--- src/rtl/alphatensor_operand_fetch_pkg.sv ---
`default_nettype none
// +----------------------------------------------------------------------------+
// | Module   : alphatensor_pkg                                                  |
// | Purpose  : Shared sizes, matrix type and FSM state encoding for the         |
// |            alphaTensor operand-fetch stage and its bus interface.           |
// | Revision : 1.0  initial release                                             |
// +----------------------------------------------------------------------------+
package alphatensor_pkg;

  localparam int MATRIX_MEM_DEPTH_BIT = 4;
  localparam int ELEM_WIDTH           = 32;
  localparam int ELEM_NUM             = 16;
  localparam int MAT_WIDTH            = ELEM_WIDTH * ELEM_NUM;

  // Element k occupies bits [k*ELEM_WIDTH +: ELEM_WIDTH].
  typedef logic [MAT_WIDTH-1:0]            matrix_t;
  typedef logic [MATRIX_MEM_DEPTH_BIT-1:0] mat_idx_t;

  typedef enum logic [1:0] {
    IDLE = 2'd0,
    RD_A = 2'd1,
    RD_B = 2'd2,
    HOLD = 2'd3
  } opf_state_e;

endpackage
`default_nettype wire

--- src/rtl/alphatensor_operand_fetch_if.sv ---
`default_nettype none
// +----------------------------------------------------------------------------+
// | Module   : alphatensor_operand_fetch_if                                     |
// | Purpose  : Bundles the IDU request, IEX flush, matrix-memory read port and  |
// |            multiplier handshake seen by the operand-fetch stage.            |
// | Modports : master - operand-fetch stage (drives ready, read port, operands) |
// |            slave  - surrounding pipeline / memory / multiplier             |
// | Revision : 1.0  initial release                                             |
// +----------------------------------------------------------------------------+
interface alphatensor_operand_fetch_if;
  import alphatensor_pkg::*;

  // IDU request
  mat_idx_t idu_alphaTensor_rd;
  mat_idx_t idu_alphaTensor_rs1;
  mat_idx_t idu_alphaTensor_rs2;
  logic     idu_alphaTensor_mul_vld;
  logic     alphaTensor_idu_ready;
  // IEX branch flush
  logic     iex_alphaTensor_bru_vld_0;
  logic     iex_alphaTensor_bru_flush_0;
  // Matrix-memory read port (synchronous read)
  logic     mmem_rd_en;
  mat_idx_t mmem_rd_addr;
  matrix_t  mmem_rd_data;
  // Multiplier handshake
  logic     opf_mul_vld;
  logic     mul_opf_ready;
  mat_idx_t opf_mul_rd;
  matrix_t  opf_mul_mat_a;
  matrix_t  opf_mul_mat_b;

  modport master (
    input  idu_alphaTensor_rd, idu_alphaTensor_rs1, idu_alphaTensor_rs2,
    input  idu_alphaTensor_mul_vld,
    output alphaTensor_idu_ready,
    input  iex_alphaTensor_bru_vld_0, iex_alphaTensor_bru_flush_0,
    output mmem_rd_en, mmem_rd_addr,
    input  mmem_rd_data,
    output opf_mul_vld, opf_mul_rd, opf_mul_mat_a, opf_mul_mat_b,
    input  mul_opf_ready
  );

  modport slave (
    output idu_alphaTensor_rd, idu_alphaTensor_rs1, idu_alphaTensor_rs2,
    output idu_alphaTensor_mul_vld,
    input  alphaTensor_idu_ready,
    output iex_alphaTensor_bru_vld_0, iex_alphaTensor_bru_flush_0,
    input  mmem_rd_en, mmem_rd_addr,
    output mmem_rd_data,
    input  opf_mul_vld, opf_mul_rd, opf_mul_mat_a, opf_mul_mat_b,
    output mul_opf_ready
  );

endinterface
`default_nettype wire

--- src/rtl/alphatensor_operand_fetch.sv ---
`default_nettype none
// +----------------------------------------------------------------------------+
// | Module   : alphatensor_operand_fetch                                        |
// | Purpose  : Accepts a matrix-multiply request (rd, rs1, rs2), reads both     |
// |            source matrices through the single read port, and presents      |
// |            {rd, mat_a, mat_b} to the 4x4 multiplier. A valid IEX flush      |
// |            kills any in-flight request.                                     |
// | Ports    : clk   - core clock, rising edge                                  |
// |            rst_n - asynchronous active-low reset                            |
// |            bus   - alphatensor_operand_fetch_if.master (request, flush,     |
// |                    memory read port, multiplier handshake)                  |
// | Revision : 1.0  initial release                                             |
// +----------------------------------------------------------------------------+
module alphatensor_operand_fetch
  import alphatensor_pkg::*;
(
  input wire clk,
  input wire rst_n,
  alphatensor_operand_fetch_if.master bus
);

  opf_state_e r_state;
  opf_state_e w_nextState;
  mat_idx_t   r_rd;
  mat_idx_t   r_rs2;
  matrix_t    r_matA;
  matrix_t    r_matB;

  logic       w_flush;
  logic       w_iduReady;
  logic       w_accept;
  logic       w_mulVld;
  logic       w_rdEn;
  mat_idx_t   w_rdAddr;
  logic       w_capA;
  logic       w_capB;

  assign w_flush = bus.iex_alphaTensor_bru_vld_0 & bus.iex_alphaTensor_bru_flush_0;

  // Ready in HOLD lets a new request slip in on the same cycle as the
  // outgoing handshake. Gated by rst_n so every output reads 0 in reset.
  assign w_iduReady = rst_n & ((r_state == IDLE) |
                               ((r_state == HOLD) & bus.mul_opf_ready & ~w_flush));
  assign w_accept   = bus.idu_alphaTensor_mul_vld & w_iduReady & ~w_flush;

  always_comb begin
    w_nextState = r_state;
    w_mulVld    = 1'b0;
    w_rdEn      = 1'b0;
    w_rdAddr    = '0;
    w_capA      = 1'b0;
    w_capB      = 1'b0;
    case (r_state)
      IDLE: begin
        if (w_accept) begin
          // rs1 goes straight from the request to the read port, so only
          // rs2 needs to be kept for the second read.
          w_rdEn      = 1'b1;
          w_rdAddr    = bus.idu_alphaTensor_rs1;
          w_nextState = RD_A;
        end
      end
      RD_A: begin
        if (w_flush) begin
          w_nextState = IDLE;
        end else begin
          w_capA      = 1'b1;
          w_rdEn      = 1'b1;
          w_rdAddr    = r_rs2;
          w_nextState = RD_B;
        end
      end
      RD_B: begin
        if (w_flush) begin
          w_nextState = IDLE;
        end else begin
          w_capB      = 1'b1;
          w_nextState = HOLD;
        end
      end
      HOLD: begin
        if (w_flush) begin
          w_nextState = IDLE;
        end else begin
          w_mulVld = 1'b1;
          if (bus.mul_opf_ready) begin
            if (w_accept) begin
              w_rdEn      = 1'b1;
              w_rdAddr    = bus.idu_alphaTensor_rs1;
              w_nextState = RD_A;
            end else begin
              w_nextState = IDLE;
            end
          end
        end
      end
      default: w_nextState = IDLE;
    endcase
  end

  always_ff @(posedge clk or negedge rst_n) begin
    if (!rst_n) begin
      r_state <= IDLE;
      r_rd    <= '0;
      r_rs2   <= '0;
      r_matA  <= '0;
      r_matB  <= '0;
    end else begin
      r_state <= w_nextState;
      if (w_accept) begin
        r_rd  <= bus.idu_alphaTensor_rd;
        r_rs2 <= bus.idu_alphaTensor_rs2;
      end
      if (w_capA) r_matA <= bus.mmem_rd_data;
      if (w_capB) r_matB <= bus.mmem_rd_data;
    end
  end

  assign bus.alphaTensor_idu_ready = w_iduReady;
  assign bus.mmem_rd_en            = w_rdEn;
  assign bus.mmem_rd_addr          = w_rdAddr;
  assign bus.opf_mul_vld           = w_mulVld;
  assign bus.opf_mul_rd            = r_rd;
  assign bus.opf_mul_mat_a         = r_matA;
  assign bus.opf_mul_mat_b         = r_matB;

endmodule
`default_nettype wire

--- src/flat_wrapper.sv ---
// flat-port wrapper written by rule: the top's interface ports become plain ports
module alphatensor_operand_fetch_flat import alphatensor_pkg::*;
  (clk, rst_n, bus_idu_alphaTensor_rd, bus_idu_alphaTensor_rs1, bus_idu_alphaTensor_rs2, bus_idu_alphaTensor_mul_vld, bus_alphaTensor_idu_ready, bus_iex_alphaTensor_bru_vld_0, bus_iex_alphaTensor_bru_flush_0, bus_mmem_rd_en, bus_mmem_rd_addr, bus_mmem_rd_data, bus_opf_mul_vld, bus_opf_mul_rd, bus_opf_mul_mat_a, bus_opf_mul_mat_b, bus_mul_opf_ready);
  alphatensor_operand_fetch_if bus_i ();
  input wire clk;
  input wire rst_n;
  input wire logic [$bits(bus_i.idu_alphaTensor_rd)-1:0] bus_idu_alphaTensor_rd;
  input wire logic [$bits(bus_i.idu_alphaTensor_rs1)-1:0] bus_idu_alphaTensor_rs1;
  input wire logic [$bits(bus_i.idu_alphaTensor_rs2)-1:0] bus_idu_alphaTensor_rs2;
  input wire logic [$bits(bus_i.idu_alphaTensor_mul_vld)-1:0] bus_idu_alphaTensor_mul_vld;
  output wire logic [$bits(bus_i.alphaTensor_idu_ready)-1:0] bus_alphaTensor_idu_ready;
  input wire logic [$bits(bus_i.iex_alphaTensor_bru_vld_0)-1:0] bus_iex_alphaTensor_bru_vld_0;
  input wire logic [$bits(bus_i.iex_alphaTensor_bru_flush_0)-1:0] bus_iex_alphaTensor_bru_flush_0;
  output wire logic [$bits(bus_i.mmem_rd_en)-1:0] bus_mmem_rd_en;
  output wire logic [$bits(bus_i.mmem_rd_addr)-1:0] bus_mmem_rd_addr;
  input wire logic [$bits(bus_i.mmem_rd_data)-1:0] bus_mmem_rd_data;
  output wire logic [$bits(bus_i.opf_mul_vld)-1:0] bus_opf_mul_vld;
  output wire logic [$bits(bus_i.opf_mul_rd)-1:0] bus_opf_mul_rd;
  output wire logic [$bits(bus_i.opf_mul_mat_a)-1:0] bus_opf_mul_mat_a;
  output wire logic [$bits(bus_i.opf_mul_mat_b)-1:0] bus_opf_mul_mat_b;
  input wire logic [$bits(bus_i.mul_opf_ready)-1:0] bus_mul_opf_ready;
  assign bus_i.idu_alphaTensor_rd = bus_idu_alphaTensor_rd;
  assign bus_i.idu_alphaTensor_rs1 = bus_idu_alphaTensor_rs1;
  assign bus_i.idu_alphaTensor_rs2 = bus_idu_alphaTensor_rs2;
  assign bus_i.idu_alphaTensor_mul_vld = bus_idu_alphaTensor_mul_vld;
  assign bus_alphaTensor_idu_ready = bus_i.alphaTensor_idu_ready;
  assign bus_i.iex_alphaTensor_bru_vld_0 = bus_iex_alphaTensor_bru_vld_0;
  assign bus_i.iex_alphaTensor_bru_flush_0 = bus_iex_alphaTensor_bru_flush_0;
  assign bus_mmem_rd_en = bus_i.mmem_rd_en;
  assign bus_mmem_rd_addr = bus_i.mmem_rd_addr;
  assign bus_i.mmem_rd_data = bus_mmem_rd_data;
  assign bus_opf_mul_vld = bus_i.opf_mul_vld;
  assign bus_opf_mul_rd = bus_i.opf_mul_rd;
  assign bus_opf_mul_mat_a = bus_i.opf_mul_mat_a;
  assign bus_opf_mul_mat_b = bus_i.opf_mul_mat_b;
  assign bus_i.mul_opf_ready = bus_mul_opf_ready;
  alphatensor_operand_fetch u_core (.clk(clk), .rst_n(rst_n), .bus(bus_i));
endmodule
--- config.mk ---
export PLATFORM = sky130hd
export DESIGN_NAME = alphatensor_operand_fetch_flat
export DESIGN_NICKNAME = d
export VERILOG_FILES = /design/src/rtl/alphatensor_operand_fetch_pkg.sv /design/src/rtl/alphatensor_operand_fetch_if.sv /design/src/rtl/alphatensor_operand_fetch.sv /design/src/flat_wrapper.sv
export SDC_FILE = /design/constraint.sdc
export NUM_CORES = 1
export LEC_CHECK = 0
export CAP_MARGIN = 20
export CORE_AREA = 2 2 603 605
export CTS_CLUSTER_SIZE = 8
export DETAILED_ROUTE_END_ITERATION = 10
export DIE_AREA = 0 0 605 607
export SLEW_MARGIN = 10
export SYNTH_ARGS = -nofsm -noshare
export SYNTH_HDL_FRONTEND = slang
export SYNTH_SLANG_ARGS = --single-unit
--- constraint.sdc ---
create_clock -name clk -period 3.7 [get_ports clk]
set_input_delay 0.555 -clock clk [delete_from_list [all_inputs] [get_ports clk]]
set_output_delay 0.555 -clock clk [all_outputs]
set_load 0.02 [all_outputs]
==> results.md, run 1 <==
- Final WS setup: a little under 0.3 ns
- Tot Pwr: approximately 70,000 uW
- Post-synth top flop: dfrtp_1
- Final WL: 260,000 um
- Hold Crit Class: in -> reg
- Total track usage: about 14%
- Largest area contributor in the netlist: dfrtp_1
- Post-Route Setup TNS: 0 ns
- Power per standard cell area: around 1100 nW/um^2
- Synth-to-Final Area Change: 67.23%
- YS warnings: 0
- I/O pins: about 1,600
- Post-Syn Instances: 2,201
- Die W: approximately 600 um
- Initial Utilization: 10.68%
- Critical path fanouts, max: 13
- Initial antenna violation count: 74
- Vias in the first global route: 28,930
- Async set or reset register ratio after synthesis: between 90% and 100%
- Min Hold Slack: 0.3408 ns
- Mapped Area: between 30,000 and 40,000 sq um
- F_max: a little under 300 MHz
- Number of synthesized flops with an enable pin: 0
- ANT nets after route: 0
- Number of synthesized register bits: roughly 1,000
- Post_cts resized: 0
- Pre-CTS WS: around 0.46 ns
- Post-Synth Adder-Cell Area: 0%
- Syn nets: about 2,700
- Final core utilization: 17.86%
- Final setup fails: 0
- TritonCTS clock tree: built
- Share of layout cells above drive strength 1: approximately 33%
- DR WL/cell: around 30 um
- Largest family of logic cells by synthesized area: multiplexers
- VDD IR max: 0.6877 mV
- Final hold violations: 0
- Yosys cell types: 20
- Core area: between 300,000 and 400,000 sq um
- Final period util: between 90% and 100%
- Nets: ~4,400
- RD Place Congestion: 0.9196
- Setup crit end kind: output port
- Outcome: finished, final reports clean
- Clk Latency, worst-skew pair: 0.83 ns
- Clk slew on worst S/H paths: roughly 0.050 ns
- Post-synthesis compound-gate area fraction: less than 1%
- Post-synthesis sequential area ratio: approximately two thirds
- Clock skew: between 0.05 and 0.06 ns
- Initial drt markers: around 1,600
- Synth Area in Simple Gates: less than 1%
- Die H: 607 um
- TritonCTS Buffers: between 150 and 200
- Lkg Pwr: around 0.025 uW
- Vias per std cell: a little over 3
- Worst Path Required: about 3.1 ns
- DRC: 0
- Number of port buffers: about 1,600
- Max Cap Viol: 0
- Largest net degree at the start of global routing: approximately 170
- Area contributors post-synth: dfrtp_1 (67%), mux2_2 (30%), buf_4 (1.5%), buf_6 (0.64%), mux2_1 (0.29%)
- Root Driver: clkbuf_16
- Die ar.: ~370,000 sq um
- Pins Over Slew Limit: 0
- R2R Setup Slk: roughly 1.2 ns
- Area share of the largest cell type after synthesis: about 67%
- CTS Buffer Depth: 4
- Worst path arrival time: about 2.9 ns
- Proportion of synthesized area in mux cells: 30.15%
- First-pass GRT wire length: approximately 320,000 um
- Worst rel slew slack: between 20% and 30%
- Syn avg cell area: roughly 18 sq um
- Clock sink count: between 1,000 and 1,500
- Worst-Margin Slew: ~1.1 ns
- RSZ-0062 raised after global routing: false
- Setup CP Type: reg -> out
- Minimum clock period: 3.405 ns
- Via count: roughly 27,000
- CTS H-Tree Depth: 4
- Startpoint Class: flip-flop
- HPWL after DPL: 221,700 um
- Grt total ovfl: 0
- Drt pass-1 iters: 5
- Rows: about 220
- Xor/xnor share of the synthesized area: 0%
## layer usage
layer	vias to the layer above	routed length (um)	global-route usage [%]
met5	-	369	0.6010
met4	12	13360	6.482
met3	393	25270	5.629
met2	1265	128500	23.31
met1	14290	92490	14.25
li1	11160	-	-
## cells by family after synthesis
family	Yosys count
AOI/OAI and AO/OA	8
buffers and inverters	115
DFF	1034
muxes	1032
and+or+nand+nor	12
## registers in the layout (all words and copies together) (netlist names)
signal                    flops
u_core.bus.opf_mul_rd         4
u_core.r_state                2
u_core.r_rs2                  4
u_core.bus.opf_mul_mat_a    512
u_core.bus.opf_mul_mat_b    512
## what timing repair did
action / in CTS / in global routing
endpoints found under the hold margin: 261 / 0
buffers inserted: 0 / 0
hold buffers: 1 / 0
## synth_stat cells, types with 2 or more instances
| master | n |
|---|---|
| dfrtp_1 | 1034 |
| mux2_2 | 1022 |
| buf_4 | 78 |
| buf_6 | 22 |
| buf_2 | 15 |
| mux2_1 | 10 |
| a22o_1 | 4 |
| and3_1 | 2 |
| nand2_1 | 2 |
| or2_2 | 2 |
## path summary, 6_finish.rpt
| path | from | to | depth (start not counted) |
|---|---|---|---|
| setup / recovery | u_core.r_state[1] | bus_mmem_rd_addr[0] | 5 |
| hold / removal | bus_idu_alphaTensor_rs2[3] | u_core.r_rs2[3] | 2 |
| setup reg to reg | u_core.r_state[0] | u_core.bus.opf_mul_mat_a[452] | 4 |
| hold reg to reg | u_core.bus.opf_mul_mat_a[391] | u_core.bus.opf_mul_mat_a[391] | 1 |
| max in group asynchronous | rst_n | u_core.bus.opf_mul_mat_b[61] | 4 |
| min in group asynchronous | rst_n | u_core.bus.opf_mul_mat_a[389] | 3 |
## cells in the final DEF, fill, tap and decap left out, drive strengths merged
master / count
a211oi: 1
a21boi: 1
a22o: 4
a31oi: 1
and2: 1
and3: 2
buf: 73
bufinv: 2
clkbuf: 165
clkdlybuf4s50: 1559
clkinv: 13
clkinvlp: 3
dfrtp: 1034
diode: 23
dlygate4sd3: 1
inv: 3
mux2: 1032
nand2: 2
nand3: 1
nand4: 1
nor2: 1
nor3b: 2
o21a: 1
or2: 2
## power by group
| part | internal, uW | switching [uW] | total (uW) |
|---|---|---|---|
| logic | 16300 | 20700 | 36900 |
| registers | 17200 | 3610 | 20800 |
| clock network | 7710 | 5480 | 13200 |
| total | 41200 | 29800 | 71000 |
## critical path, stage by stage (launching register included)
cell and delay [ns]:
dfrtp_1 0.47, or2_2 0.37, a211oi_2 0.18, buf_4 0.22
a22o_1 0.16, clkdlybuf4s50_1 0.62
## metrics by stage
| stage | cells | cell area (sq um) |
|---|---|---|
| 6_report | 8722 | 64460 |
| 5_1_grt | 8715 | 64450 |
| 4_1_cts | 8699 | 64410 |
| 3_5_place_dp | 8512 | 60100 |
| 3_3_place_gp | 8512 | 60100 |
| 2_1_floorplan | 2201 | 38550 |
## layout make-up
| cell class | count | area (sq um) |
|---|---|---|
| clock inverter | 21 | 341.6 |
| multi-input combinational | 1052 | 11780 |
| timing repair buffer | 1633 | 16460 |
| tap | 4794 | 5998 |
| fill | 39180 | 296400 |
| clock buffer | 165 | 3958 |
| sequential | 1034 | 25870 |
| antenna | 23 | 57.56 |
No activity file was read; power rests on OpenSTA's default activity.
==> run 2: changes to the inputs <==
Settings changed: SKIP_LAST_GASP set to 1.
==> results of run 2 <==
Same layout as run 1: the final DEF is identical, and so are final timing and power.
==> RTL change: new RTL, flow settings as in run 2 <==
Set the package constant `ELEM_WIDTH` to 36 (it was 32).
--- a/src/rtl/alphatensor_operand_fetch_pkg.sv
+++ b/src/rtl/alphatensor_operand_fetch_pkg.sv
@@ -8,7 +8,7 @@
 package alphatensor_pkg;
 
   localparam int MATRIX_MEM_DEPTH_BIT = 4;
-  localparam int ELEM_WIDTH           = 32;
+  localparam int ELEM_WIDTH           = 36;
   localparam int ELEM_NUM             = 16;
   localparam int MAT_WIDTH            = ELEM_WIDTH * ELEM_NUM;
 
Interface: changed (resized bus_mmem_rd_data, bus_opf_mul_mat_a and bus_opf_mul_mat_b); port bits go from 1565 to 1757. The function was not compared with the original's and may differ.
==> RTL change against run 2 <==
Setup slack got worse by 0.12 ns; routed wire length increased by 32%; combinational power increased by 16%; synthesized cell count increased by 12%; count of clock-buffer cells in the layout increased by 35; largest power group unchanged; area after synthesis increased by 12%; total power increased by 15%; cell area increased by 12%; non-clock buffer count increased by 204; critical path depth increased by 2; sequential cell count increased by 128.
==> RTL change: results (changes against run 2) <==
finish:
  fillCellCount: 38658  # -1.3%
  instances_no_fill: 9241  # +6.0%
  drive_above_1_share: 0.315  # -0.0123
  nets: 4951  # +12%
grt:
  grt_start_max_net_pins: 139  # -16%
  antenna_found_initial: 209  # +180%
  grt_first_pass_wirelength_mm: 415  # +29%
  grt_pass1_vias: 32751  # +13%
  grt_usage: 0.180  # +0.0441
status:
  outcome: "finished clean"
yosys:
  synthFlopType: "dfrtp_1"
  async_flop_share: 1.00  # unchanged
  synth_area_leaders: "dfrtp_1, mux2_2, mux2_1"
  yosys_warnings: 0  # unchanged
  yosysUniqueCellTypes: 20  # unchanged
  ys_seq_area_frac: 0.674  # +0.00292
  synthTopCellsByCount: "dfrtp_1, mux2_2, mux2_1"
  synthCells: 2471  # +12%
  syn_nets: 3065  # +12%
placement:
  portBuffers: 1756  # +12%
  place_area_mm2: 0.0668  # +11%
  dpl.hpwl_mm: 299  # +35%
  pre_cts_ws_ns: 0.466  # +0.00936 ns
  place_inst: 8971  # +5.4%
  gp_congestion: 0.936  # +1.8%
pwr:
  p_leak_nw: 28.0  # +13%
  peakVddDrop_v: 0.000507  # -26%
min_path:
  hold_path.class: "in2async"
clocking:
  cts_resized: 0  # unchanged
  path_clk_slew_ns: 0.05  # about the same
  post_cts_buffers: 0  # unchanged
  clock_latency_ns: 0.88  # +0.05 ns
  cts_buffers: 176  # +13%
  clk_path_buf_depth: 4  # unchanged
  root_buffer: "clkbuf_16"
  htreeDepth: 4  # unchanged
route:
  wl_per_cell_um: 37.0  # +24%
  dr.pass1.iters: 5  # unchanged
  drt_iter0_markers: 2115  # +32%
  vias: 31651  # +17%
sta:
  finalClockSkew_ns: 0.0743  # +0.0157 ns
  finalSetupViolCount: 0  # unchanged
  report.final.slew_viol_count: 0  # unchanged
  tightest_slew_ns: 1.00  # -0.114 ns
worst_setup_path:
  arrival_ns: 2.97  # +0.12 ns
  crit_path_start: "rst_n"
  cp_max_fo: 30  # +17
  r2r_start: "u_core.r_state[0]"
==> RTL change: logic make-up (layout without fill, tap and decap cells) <==
kind of cell	count (synthesis)	count (layout)	share of synthesized area
DFF	1162	1162	0.674
muxes	1160	1160	0.303
buffers and inverters	129	2061	0.0197
and+or+nand+nor	12	12	0.00171
AOI/OAI and AO/OA	8	8	0.00160
other	0	44	0
==> RTL change: final cells by class <==
class | instances | share of cell area
Clock inverter | 24 | 0.00624
Antenna cell | 44 | 0.00153
Clock buffer | 200 | 0.0637
Sequential cell | 1162 | 0.404
Timing Repair Buffer | 1837 | 0.258
Multi-Input combinational cell | 1180 | 0.184
Tap cell | 4794 | 0.0833
==> RTL change: routing by layer <==
metal,vias up,global-route usage,wire length [um]
li1,12583,-,-
met3,555,0.114,49700
met2,1830,0.290,157000
met4,46,0.0670,15200
met5,-,0,300
met1,16637,0.188,119000
==> RTL change: stage by stage <==
step,utilization,power [W]
finish,0.200,0.0815
detailed placement,0.185,0.0672
global route,0.199,0.0854
floorplan,-,0.0400
global placement,0.185,0.0667
CTS,0.199,0.0832
==> RTL change: power by group <==
group	internal, W	switching (W)
combinational	0.0182	0.0246
sequential	0.0193	0.00396
clock	0.00900	0.00644
==> RTL change: what timing repair did <==
| item | 4_1_cts | 5_1_grt |
|---|---|---|
| hold buffers | 1 | 0 |
| setup endpoints to repair | 0 | 0 |
| hold endpoints to repair | 47 | 0 |
==> RTL change: path summary, 6_finish.rpt <==
check | to | slack [ns] | cells past startpoint
min in group clk | u_core.bus.opf_mul_mat_a[548] | 0.32 | 2
max in group asynchronous | u_core.bus.opf_mul_mat_b[523] | 1.53 | 5
hold / removal | u_core.bus.opf_mul_mat_b[46] | 0.22 | 2
setup reg to reg | u_core.bus.opf_mul_mat_a[475] | 1.22 | 5
setup / recovery | bus_mmem_rd_addr[1] | 0.17 | 7
hold reg to reg | u_core.bus.opf_mul_mat_a[516] | 0.48 | 1
==> RTL change: worst max-delay path, stage by stage <==
cell and delay, ns:
dlygate4sd3_1 0.61, buf_16 0.29, nand2_1 0.17, a211oi_2 0.23, buf_4 0.26, a22o_1 0.17
clkdlybuf4s50_1 0.62
